`config.mk`:
```
export PLATFORM = sky130hd
export DESIGN_NAME = imm_gen_pipe
export DESIGN_NICKNAME = d
export VERILOG_FILES = /design/src/rtl/imm_gen_pipe_pkg.sv /design/src/rtl/imm_gen_pipe_fmt_decode.sv /design/src/rtl/imm_gen_pipe.sv
export SDC_FILE = /design/constraint.sdc
export NUM_CORES = 1
export LEC_CHECK = 0
export ABC_CLOCK_PERIOD_IN_PS = 2350
export CORE_ASPECT_RATIO = 0.8
export CORE_MARGIN = 5
export CORE_UTILIZATION = 50
export CTS_CLUSTER_DIAMETER = 30
export CTS_CLUSTER_SIZE = 8
export DETAILED_ROUTE_END_ITERATION = 6
export PLACE_DENSITY = 0.84
export SLEW_MARGIN = 10
export SYNTH_ARGS = -nofsm -noshare
export SYNTH_HDL_FRONTEND = slang
export SYNTH_SLANG_ARGS = --single-unit
```
`constraint.sdc`:
```
create_clock -name clk -period 2.35 [get_ports clk]
set_input_delay 0.235 -clock clk [delete_from_list [all_inputs] [get_ports clk]]
set_output_delay 0.235 -clock clk [all_outputs]
set_load 0.03 [all_outputs]
```
`src/rtl/imm_gen_pipe_pkg.sv`:
```
// Shared format codes and buffer depth for the immediate-generator pipeline.
// Purely declarative: no logic, no latency.
// Backpressure: not applicable.
package imm_gen_pipe_pkg;

    // Instruction format codes carried on in_type
    localparam logic [4:0] INST_R  = 5'd0;
    localparam logic [4:0] INST_I  = 5'd1;
    localparam logic [4:0] INST_S  = 5'd2;
    localparam logic [4:0] INST_B  = 5'd3;
    localparam logic [4:0] INST_U  = 5'd4;
    localparam logic [4:0] INST_J  = 5'd5;
    localparam logic [4:0] INST_CI = 5'd6;
    localparam logic [4:0] INST_CJ = 5'd7;
    localparam logic [4:0] INST_CB = 5'd8;

    // Skid buffer holds two results so a registered in_ready never loses data
    localparam int IMM_FIFO_DEPTH = 2;

endpackage

```
`src/rtl/imm_gen_pipe_fmt_decode.sv`:
```
// Combinational {inst,type,shift} -> {sign-extended immediate, unknown-format flag}.
// Latency: 0 cycles (pure combinational).
// Backpressure: none; AURORA_IMM_RVC_EN adds the CI/CJ/CB compressed formats.
module imm_fmt_decode
    import imm_gen_pipe_pkg::*;
#(
    parameter int XLEN = 32
) (
    input  logic [31:0]     inst,
    input  logic [4:0]      fmt,
    input  logic            shift,
    output logic [XLEN-1:0] imm,
    output logic            err
);

    // Low opcode bits never feed an immediate; keep them visibly consumed
    logic unused_opc;
    assign unused_opc = ^inst[1:0];

    // Select and sign-extend the immediate field for the given format
    always_comb begin
        imm = '0;
        err = 1'b0;
        case (fmt)
            INST_R: begin
                // Register-register ops carry no immediate
                imm = '0;
            end
            INST_I: begin
                if (shift) begin
                    // RV32 shamt is 5 bits; inst[25] is ignored there
                    if (XLEN == 64) imm = XLEN'(inst[25:20]);
                    else            imm = XLEN'(inst[24:20]);
                end else begin
                    imm = XLEN'($signed(inst[31:20]));
                end
            end
            INST_S: imm = XLEN'($signed({inst[31:25], inst[11:7]}));
            INST_B: imm = XLEN'($signed({inst[31], inst[7], inst[30:25], inst[11:8], 1'b0}));
            INST_U: imm = XLEN'($signed({inst[31:12], 12'b0}));
            INST_J: imm = XLEN'($signed({inst[31], inst[19:12], inst[20], inst[30:21], 1'b0}));
`ifdef AURORA_IMM_RVC_EN
            INST_CI: imm = XLEN'($signed({inst[12], inst[6:2]}));
            INST_CJ: imm = XLEN'($signed({inst[12], inst[8], inst[10:9], inst[6], inst[7],
                                           inst[2], inst[11], inst[5:3], 1'b0}));
            INST_CB: imm = XLEN'($signed({inst[12], inst[6:5], inst[2], inst[11:10],
                                           inst[4:3], 1'b0}));
`endif
            default: begin
                // Unrecognised or disabled format: flag it, immediate forced to zero
                imm = '0;
                err = 1'b1;
            end
        endcase
    end

endmodule

```
`src/rtl/imm_gen_pipe.sv`:
```
// Pipelined immediate generator: decode on input, then a 2-entry skid FIFO driving out_*.
// Latency: 1 cycle from accept to out_valid; 1 result/cycle when out_ready=1.
// Backpressure: in_ready registered, low only when both entries are held (AURORA_IMM_RVC_EN enables RVC).
module imm_gen_pipe
    import imm_gen_pipe_pkg::*;
#(
    parameter int XLEN  = 32,
    parameter int TAG_W = 8
) (
    input  logic             clk,
    input  logic             rst,
    input  logic             in_valid,
    output logic             in_ready,
    input  logic [31:0]      in_inst,
    input  logic [4:0]       in_type,
    input  logic             in_shift,
    input  logic [TAG_W-1:0] in_tag,
    output logic             out_valid,
    input  logic             out_ready,
    output logic [XLEN-1:0]  out_imm,
    output logic             out_err,
    output logic [TAG_W-1:0] out_tag
);

    logic [XLEN-1:0]  dec_imm;
    logic             dec_err;

    logic [XLEN-1:0]  imm_q [IMM_FIFO_DEPTH];
    logic [XLEN-1:0]  imm_d [IMM_FIFO_DEPTH];
    logic             err_q [IMM_FIFO_DEPTH];
    logic             err_d [IMM_FIFO_DEPTH];
    logic [TAG_W-1:0] tag_q [IMM_FIFO_DEPTH];
    logic [TAG_W-1:0] tag_d [IMM_FIFO_DEPTH];
    logic             wr_ptr_q, wr_ptr_d;
    logic             rd_ptr_q, rd_ptr_d;
    logic [1:0]       cnt_q, cnt_d;
    logic             in_ready_q, in_ready_d;
    logic             push, pop;

    imm_fmt_decode #(
        .XLEN (XLEN)
    ) u_fmt_decode (
        .inst  (in_inst),
        .fmt   (in_type),
        .shift (in_shift),
        .imm   (dec_imm),
        .err   (dec_err)
    );

    assign in_ready  = in_ready_q;
    assign out_valid = (cnt_q != 2'd0);
    assign out_imm   = imm_q[rd_ptr_q];
    assign out_err   = err_q[rd_ptr_q];
    assign out_tag   = tag_q[rd_ptr_q];

    assign push = in_valid && in_ready_q;
    assign pop  = out_valid && out_ready;

    // FIFO write/read pointers, occupancy and the registered ready
    always_comb begin
        imm_d    = imm_q;
        err_d    = err_q;
        tag_d    = tag_q;
        wr_ptr_d = wr_ptr_q;
        rd_ptr_d = rd_ptr_q;
        if (push) begin
            imm_d[wr_ptr_q] = dec_imm;
            err_d[wr_ptr_q] = dec_err;
            tag_d[wr_ptr_q] = in_tag;
            wr_ptr_d        = ~wr_ptr_q;
        end
        if (pop) begin
            rd_ptr_d = ~rd_ptr_q;
        end
        // push is impossible while full because in_ready_q is already low
        cnt_d      = cnt_q + {1'b0, push} - {1'b0, pop};
        in_ready_d = (cnt_d != 2'(IMM_FIFO_DEPTH));
    end

    // State registers; reset discards all buffered entries
    always_ff @(posedge clk) begin
        if (rst) begin
            imm_q      <= '{default: '0};
            err_q      <= '{default: 1'b0};
            tag_q      <= '{default: '0};
            wr_ptr_q   <= 1'b0;
            rd_ptr_q   <= 1'b0;
            cnt_q      <= 2'd0;
            in_ready_q <= 1'b1;
        end else begin
            imm_q      <= imm_d;
            err_q      <= err_d;
            tag_q      <= tag_d;
            wr_ptr_q   <= wr_ptr_d;
            rd_ptr_q   <= rd_ptr_d;
            cnt_q      <= cnt_d;
            in_ready_q <= in_ready_d;
        end
    end

endmodule

```
# After elaboration in Yosys (flattened, before gate mapping)
# Index checks and enable logic that the tools add are counted.
[op_classes]
order_cmp = 3
n_reduce_logical = 6
shift = 0
div = 0
bitwise = 4
eq_ne = 6
muxes = 21
multipliers = 0
n_addsub = 2
[ops]
columns = ["op", "n"]
rows = [
  ["$mux W32", 5],
  ["$pmux W32 S5", 1],
  ["$bwmux W64", 1],
  ["$demux W32 S1", 1],
  ["$mux W8", 4],
  ["$bwmux W16", 1],
  ["$eq A5 B2 Y1 const B", 2],
  ["$eq A5 B3 Y1 const B", 2],
  ["$demux W8 S1", 1],
  ["$reduce_or A6 Y1", 1],
  ["$eq A5 B1 Y1 const B", 1],
  ["$logic_not A5 Y1", 1],
  ["$mux W1", 5],
  ["$ge A2 B2 Y1 const B", 2],
  ["$not A1 Y2", 2],
  ["$logic_and A1 B1 Y1", 3],
  ["$add A2 B1 Y2", 1],
  ["$bwmux W2", 1],
  ["$lt A2 B1 Y1 const B", 1],
  ["$ne A2 B2 Y1 const B", 1],
  ["$not A1 Y1", 2],
  ["$reduce_bool A2 Y1", 1],
  ["$sub A2 B1 Y2", 1],
  ["$demux W1 S1", 1],
]
[totals]
inputBits = 50
register_bits = 87
elab_cells = 52
latchBits = 0
mem_bits_ro = 0
ramBits = 0
mem_count = 0

# Depth between registers and ports, before layout
# Gate-level depths: netlist of the first run.
[logic_depth]
ltp_word = 6
ltp_mapped = 8
mapped_depth_nobuf = 8

# Hierarchy
# From an unflattened synthesis of the first run, not the netlist that was laid out.
[hier_totals]
hier_cells = 500
hier_area_um2 = 3975.1
[by_module_without_submodules]
columns = ["mod", "area_per_inst_um2", "seq_area_each_um2", "n_inst", "cells_per_inst"]
rows = [
  ["imm_gen_pipe", 3503.4, 1741.7, 1, 427],
  ["imm_fmt_decode", 471.7, 0.0, 1, 73],
]

# Worst setup path before layout of the first run
# No wires, ideal clock.
[synth_timing]
path_type = "register to register"
startpoint = "register cnt_q[1]"
endpoint = "register in_ready_q (netlist: in_ready)"
path_buffers = 0
path_stages_with_launch = 9
required_time_ns = 2.223
setup_slack_ns = 0.309
synth_period_minus_slack_ns = 2.041
setup_ns = 0.127
t_arrival_ns = 1.914
cell_sequence = "dfxtp_1 -> or2_2 -> and2_1 -> ha_1 -> inv_1 -> ha_1 -> xor2_1 -> xnor2_1 -> or3_1"
[synth_via]
elab_chain_len = 4
elab_cells_between_ends = 5
classes_between = "add/sub (2); eq/ne (1); reduce/logical (2)"
[synth_rtl]
columns = ["element", "line", "text"]
rows = [
  ["start: declaration", "imm_gen_pipe.sv:36", "logic [1:0] cnt_q, cnt_d;"],
  ["start signal: assignment", "imm_gen_pipe.sv:96", "cnt_q <= cnt_d;"],
  ["$reduce_bool A2 Y1", "imm_gen_pipe.sv:51", "assign out_valid = (cnt_q != 2'd0);"],
  ["via out_valid", "imm_gen_pipe.sv:18", "output logic out_valid,"],
  ["$logic_and A1 B1 Y1", "imm_gen_pipe.sv:57", "assign pop = out_valid && out_ready;"],
  ["via pop", "imm_gen_pipe.sv:38", "logic push, pop;"],
  ["$sub A2 B1 Y2", "imm_gen_pipe.sv:76", "cnt_d = cnt_q + {1'b0, push} - {1'b0, pop};"],
  ["$ne A2 B2 Y1", "imm_gen_pipe.sv:77", "in_ready_d = (cnt_d != 2'(IMM_FIFO_DEPTH));"],
  ["end signal: assignment", "imm_gen_pipe.sv:97", "in_ready_q <= in_ready_d;"],
  ["end: declaration", "imm_gen_pipe.sv:37", "logic in_ready_q, in_ready_d;"],
]
# The timed path passes the listed nets, and every way through them passes these cells.
# A chain may end at the register's enable or synchronous reset.

# Worst setup path in the final report of the first run
[layout_timing]
startpoint = "register rd_ptr_q"
endpoint = "output out_imm[9]"
[layout_via]
elab_chain_len = 4
[layout_rtl]
columns = ["element", "line", "text"]
rows = [
  ["start: declaration", "imm_gen_pipe.sv:35", "logic rd_ptr_q, rd_ptr_d;"],
  ["start signal: assignment", "imm_gen_pipe.sv:95", "rd_ptr_q <= rd_ptr_d;"],
  ["$not A1 Y2 (implied by the code)", "imm_gen_pipe.sv:52", "assign out_imm = imm_q[rd_ptr_q];"],
  ["$mux W32 (implied by the code) (3 in a row)", "imm_gen_pipe.sv:52", ""],
  ["end: declaration", "imm_gen_pipe.sv:20", "output logic [XLEN-1:0] out_imm,"],
]
# No other way between the ends. The select of a mux whose other input is x is not followed.

==> results.ini, run 1 <==
[synth]
yosys_warnings=0
synth.most_common_cell=dfxtp_1
avgSynthCellArea_um2=9.88
yosysUniqueCellTypes=42
synth_edf_count=0
ys_seq_elements=87
synth_nets=445
synth-main-ff-cell=dfxtp_1
synth.yosys.seq_area_share=0.448
synthArstFlopShare=0
synth_area_mm2=0.00388
post-synth-top-area-fraction=0.448
syn_inst=393
synth_area_leaders=dfxtp_1 45%, mux2_2 12%, a22o_1 7.7%, a211oi_2 5.8%, nand2_1 3.8%
synth_top_area_cell=dfxtp_1
synth_commonest_cells=87 x dfxtp_1, 41 x mux2_2, 39 x nand2_1, 34 x a22o_1, 30 x nor2_1

[hold_path]
hold_class=in -> reg
holdPathStages=2
hp-start=rst
min_to=cnt_q[0]

[worst_setup_path]
worst_r2r_path_depth=8
crit_fanout=35
reg2reg_from=cnt_q[1]
arrival_ns=2.03
cp-end-kind=output port
path_class=reg -> out
cp-start-kind=flip-flop
critPathRequiredTime_ns=2.12
r2r_setup_slack_ns=0.33
rr_endpoint=in_ready

[clock_tree]
postCtsSetupRepairBufs=0
cts_made_buffers=9
cts_tree=built
insertion_delay_ns=0.35
htreeDepth=3
clockRootBuffer=clkbuf_8
path_clk_slew_ns=0.08
clock-sinks=87
clockBufferDepth=2

[floorplanning]
die_height_um=88.8
ioPinCount=93
start_util=0.518
dieArea_mm2=0.00964
die-width_um=109
core_mm2=0.00750
rows=28

[detailed_routing]
postRouteAntennaNets=0
routed_wl_mm=10.8
drc_errors=0
vias_per_cell=5.75
drtPass1Iterations=4
drt-wirelength-per-cell_um=18.4
vias=3358
drtIter0Drc=149

[global_routing]
grt_usage=0.235
first_global_vias=3651
antenna_found_initial=0
grt_max_degree=36
grt-ovfl-total=0
grt_first_pass_wirelength_mm=17.9

[power]
pwr-share-comb=0.360
power_density_mw_per_mm2=856
ir_drop_v=0.000770
pwr-share-seq=0.401
power.share.switching=0.350
switchingPower_mw=1.52
internal_power_mw=2.83
clkPwrFrac=0.239
leakage_nw=1.93
total_power_mw=4.35

[sta]
relSlewSlack=0.679
rsz0062_at_grt=no
finalCriticalPeriod_ns=2.26
period_share=0.964
final-setup-viol-count=0
worst-slew-pin-transition_ns=0.474
setup_tns_ns=0
fmax_ghz=0.442
hold_viol=0
clock-skew-final_ns=0.00509
slew_viol_final=0

[placed_design]
hpwl_mm=7.47
dp_cells=568
place.gp.congestion=0.762
portBuffers=85
dpl-instance-area_mm2=0.00489

[job]
maxCapViolCount=0

[cells_and_area]
final_nets=526
fin_cells=584
design_area_mm2=0.00508
synthToLayoutAreaGrowth_pct=30.8
insertedDiodeCount=0
drive_gt1_frac=0.230

[run_status]
status=completed

==> state kept, by name (all words and copies together), names as in the netlist <==
signal and count:
cnt_q 2, err_q 2, imm_q 64, in_ready 1
rd_ptr_q 1, tag_q 16, wr_ptr_q 1
==> per-layer routing <==
metal / share of wire / vias up / wire, µm / GRT usage
met2: 0.48 / 121 / 5210 / 0.405
li1: - / 1590 / - / -
met3: 0.069 / 20 / 740 / 0.0744
met1: 0.43 / 1627 / 4600 / 0.283
met4: 0.020 / 0 / 213 / 0.0711
met5: 0 / - / 0 / 0
==> cell families (layout without fill, tap and decap cells) <==
family / count (synthesis) / in the layout / share of synthesized area
AO/OA/AOI/OAI: 117 / 117 / 0.237
AND/OR/NAND/NOR: 106 / 106 / 0.137
flip-flops: 87 / 87 / 0.448
multiplexers: 41 / 41 / 0.119
buffers and inverters: 37 / 123 / 0.0448
XOR/XNOR: 3 / 3 / 0.00677
adder cells (fa/ha/maj): 2 / 2 / 0.00644
==> per-stage QoR <==
| stage | setup WS (ns) | utilization | hold slack [ns] |
|---|---|---|---|
| floorplan | 0.309 | - | 0.361 |
| global placement | 0.289 | 0.653 | 0.431 |
| detailed placement | 0.225 | 0.653 | 0.444 |
| CTS | 0.00109 | 0.677 | 0.277 |
| global route | 0.0217 | 0.677 | 0.273 |
| finish | 0.0856 | 0.677 | 0.288 |
==> power groups by stage <==
stage | clock [mW] | combinational [mW] | sequential (mW)
finish | 1.04 | 1.57 | 1.74
global placement | 0 | 1.55 | 1.76
CTS | 1.06 | 1.57 | 1.74
detailed placement | 0 | 1.58 | 1.77
floorplan | 0 | 1.04 | 1.73
global route | 1.13 | 1.67 | 1.76
==> worst max path at each step <==
stage                   to  startpoint  cells after the start
4_1_cts        out_imm[18]    rd_ptr_q                      3
5_1_grt         out_imm[6]    rd_ptr_q                      3
2_1_floorplan     in_ready    cnt_q[1]                      8
6_report        out_imm[9]    rd_ptr_q                      3
3_3_place_gp      in_ready    in_valid                      8
3_5_place_dp      in_ready    in_valid                      8
==> critical path: stages (launching register included) <==
cell and delay (ns):
dfxtp_4 0.45, buf_12 0.25, mux2_2 0.37, clkdlybuf4s50_1 0.59
==> layout by cell type (no fill, tap or decap), drive strengths merged, types with 6 or more instances in the layout <==
| master | instances |
|---|---|
| a211oi | 21 |
| a21oi | 25 |
| a22o | 34 |
| a22oi | 6 |
| buf | 21 |
| clkbuf | 11 |
| clkdlybuf4s50 | 71 |
| dfxtp | 87 |
| dlygate4sd2 | 13 |
| mux2 | 41 |
| nand2 | 39 |
| nand3b | 14 |
| nand4 | 6 |
| nor2 | 30 |
| o21ai | 23 |
==> what timing repair did <==
item	4_1_cts	5_1_grt
gates resized for setup	13	1
endpoints found under the setup margin	13	20
hold buffers	0	0
==> cell type report <==
| type | count | area (µm²) |
|---|---|---|
| clock inverter | 5 | 57.6 |
| sequential | 87 | 1750 |
| clock buffer | 11 | 141 |
| tap | 105 | 131 |
| inverter | 2 | 7.51 |
| fill | 629 | 2420 |
| timing repair buffer | 105 | 1000 |
| multi-input combinational | 269 | 1990 |
No activity file was read; power rests on OpenSTA's default activity.
==> run 2, diff against run 1 <==
RECOVER_POWER = 25   (was default)
==> run 2 against run 1 <==
Effect of this change:
- die area is the same
- global-route usage is the same
- non-clock buffer count is the same
- utilization is 0.32 points lower
- first-iteration DRC count rose by 7.4%
- clock skew barely moved
- power decreased by 0.34%
- critical path depth unchanged
- wire length rose by 0.29%
- count of clock-buffer cells in the layout unchanged
- final area shrank 0.47%
- critical path type unchanged
==> results.ini, run 2 (same netlist as run 1, synthesis figures left out) <==
[clock_tree]
cts_made_buffers=9
insertion_delay_ns=0.36
htreeDepth=3
cts_tree=built
clockRootBuffer=clkbuf_8
postCtsSetupRepairBufs=0
path_clk_slew_ns=0.08
clock-sinks=87
clockBufferDepth=2

[sta]
clock-skew-final_ns=0.00501
relSlewSlack=0.322
period_share=0.964
finalCriticalPeriod_ns=2.27
final-setup-viol-count=0
worst-slew-pin-transition_ns=1.02
setup_tns_ns=0
slew_viol_final=0
fmax_ghz=0.441
rsz0062_at_grt=no
hold_viol=0

[power]
power_density_mw_per_mm2=857
power.share.switching=0.351
internal_power_mw=2.81
clkPwrFrac=0.240
leakage_nw=1.91
pwr-share-seq=0.402
ir_drop_v=0.000767
switchingPower_mw=1.52
pwr-share-comb=0.358

[floorplanning]
dieArea_mm2=0.00964
die_height_um=88.8
core_mm2=0.00750
start_util=0.518
ioPinCount=93
rows=28
die-width_um=109

[global_routing]
grt_usage=0.235
grt-ovfl-total=0
grt_first_pass_wirelength_mm=17.9
first_global_vias=3651
grt_max_degree=36
antenna_found_initial=1

[detailed_routing]
drtPass1Iterations=4
vias=3419
drt-wirelength-per-cell_um=18.5
drc_errors=0
postRouteAntennaNets=0
vias_per_cell=5.84
drtIter0Drc=160
routed_wl_mm=10.8

[job]
maxCapViolCount=0

[cells_and_area]
n_fill_cell=640
top_register=imm_q
drive_gt1_frac=0.217
final_nets=526
largest_register_ffs=64
fin_cells=585
final_common_cell=dfxtp_1
reg_top3=imm_q (64), tag_q (16)
synthToLayoutAreaGrowth_pct=30.2
mostFrequentLayoutCells=86 x dfxtp_1, 69 x clkdlybuf4s50_1, 41 x mux2_2

[placed_design]
hpwl_mm=7.47
portBuffers=85
place.gp.congestion=0.762
dp_cells=568

[run_status]
status=completed

[worst_setup_path]
critPathRequiredTime_ns=2.12
cp-start-kind=flip-flop
crit_fanout=35
cp-end-kind=output port
path_class=reg -> out
arrival_ns=2.03

[hold_path]
hold_class=in -> reg

## run 2: cell types whose count changed in the layout (fill, tap and decap cells not counted), moves of 2 or more
cell             before  now
o21ai_0              11   17
buf_4                18   12
dlygate4sd3_1         0    2
clkdlybuf4s50_1      71   69
o21ai_1              12    6
clkbuf_1              1    6
## run 2: final timing paths
kind	cells past startpoint	slack [ns]	end	start
worst max register to register	8	0.31	in_ready	cnt_q[1]
worst max-delay path	3	0.08	out_imm[9]	rd_ptr_q
worst min register to register	2	0.45	err_q[0]	err_q[0]
worst min-delay path	2	0.28	cnt_q[0]	rst
## run 2: layout make-up
type | instances | area (µm²) | area share
multi-input combinational | 269 | 1990 | 0.393
sequential | 87 | 1750 | 0.345
timing repair buffer | 105 | 983 | 0.195
clock buffer | 11 | 141 | 0.0280
tap | 105 | 131 | 0.0260
clock inverter | 5 | 57.6 | 0.0114
inverter | 2 | 7.51 | 0.00149
antenna | 1 | 2.50 | 0.000495
## run 2: metrics by stage
step	setup slack [ns]	utilization	area (µm²)	power [mW]	hold slack, ns
2_1_floorplan	0.309	-	3880	2.76	0.361
3_3_place_gp	0.289	0.653	4890	3.31	0.431
3_5_place_dp	0.225	0.653	4890	3.35	0.444
4_1_cts	0.00109	0.677	5080	4.37	0.277
5_1_grt	0.0217	0.674	5050	4.54	0.273
6_report	0.0840	0.674	5050	4.33	0.281
## run 2: layer usage
layer  track usage  vias to the layer above  part of all wire
met5             0                        -                 0
met4        0.0711                        0             0.022
met3        0.0744                       24             0.066
met2         0.405                      123              0.48
met1         0.283                     1682              0.43
li1              -                     1590                 -
## run 2: critical path: stages, from the launching register on
cell and delay [ns]:
dfxtp_4 0.45, buf_12 0.25, mux2_2 0.37, clkdlybuf4s50_1 0.59
## run 2: power by group through the flow
stage / registers (mW) / logic [mW] / clock network, mW
after floorplan: 1.73 / 1.04 / 0
after global routing: 1.76 / 1.65 / 1.13
final: 1.74 / 1.55 / 1.04
after global placement: 1.76 / 1.55 / 0
after detailed placement: 1.77 / 1.58 / 0
after CTS: 1.74 / 1.57 / 1.06
## run 2: timing repair
action,4_1_cts,5_1_grt
hold endpoints to repair,0,0
resized for setup,13,1
setup endpoints to repair,13,20
hold buffers,0,0
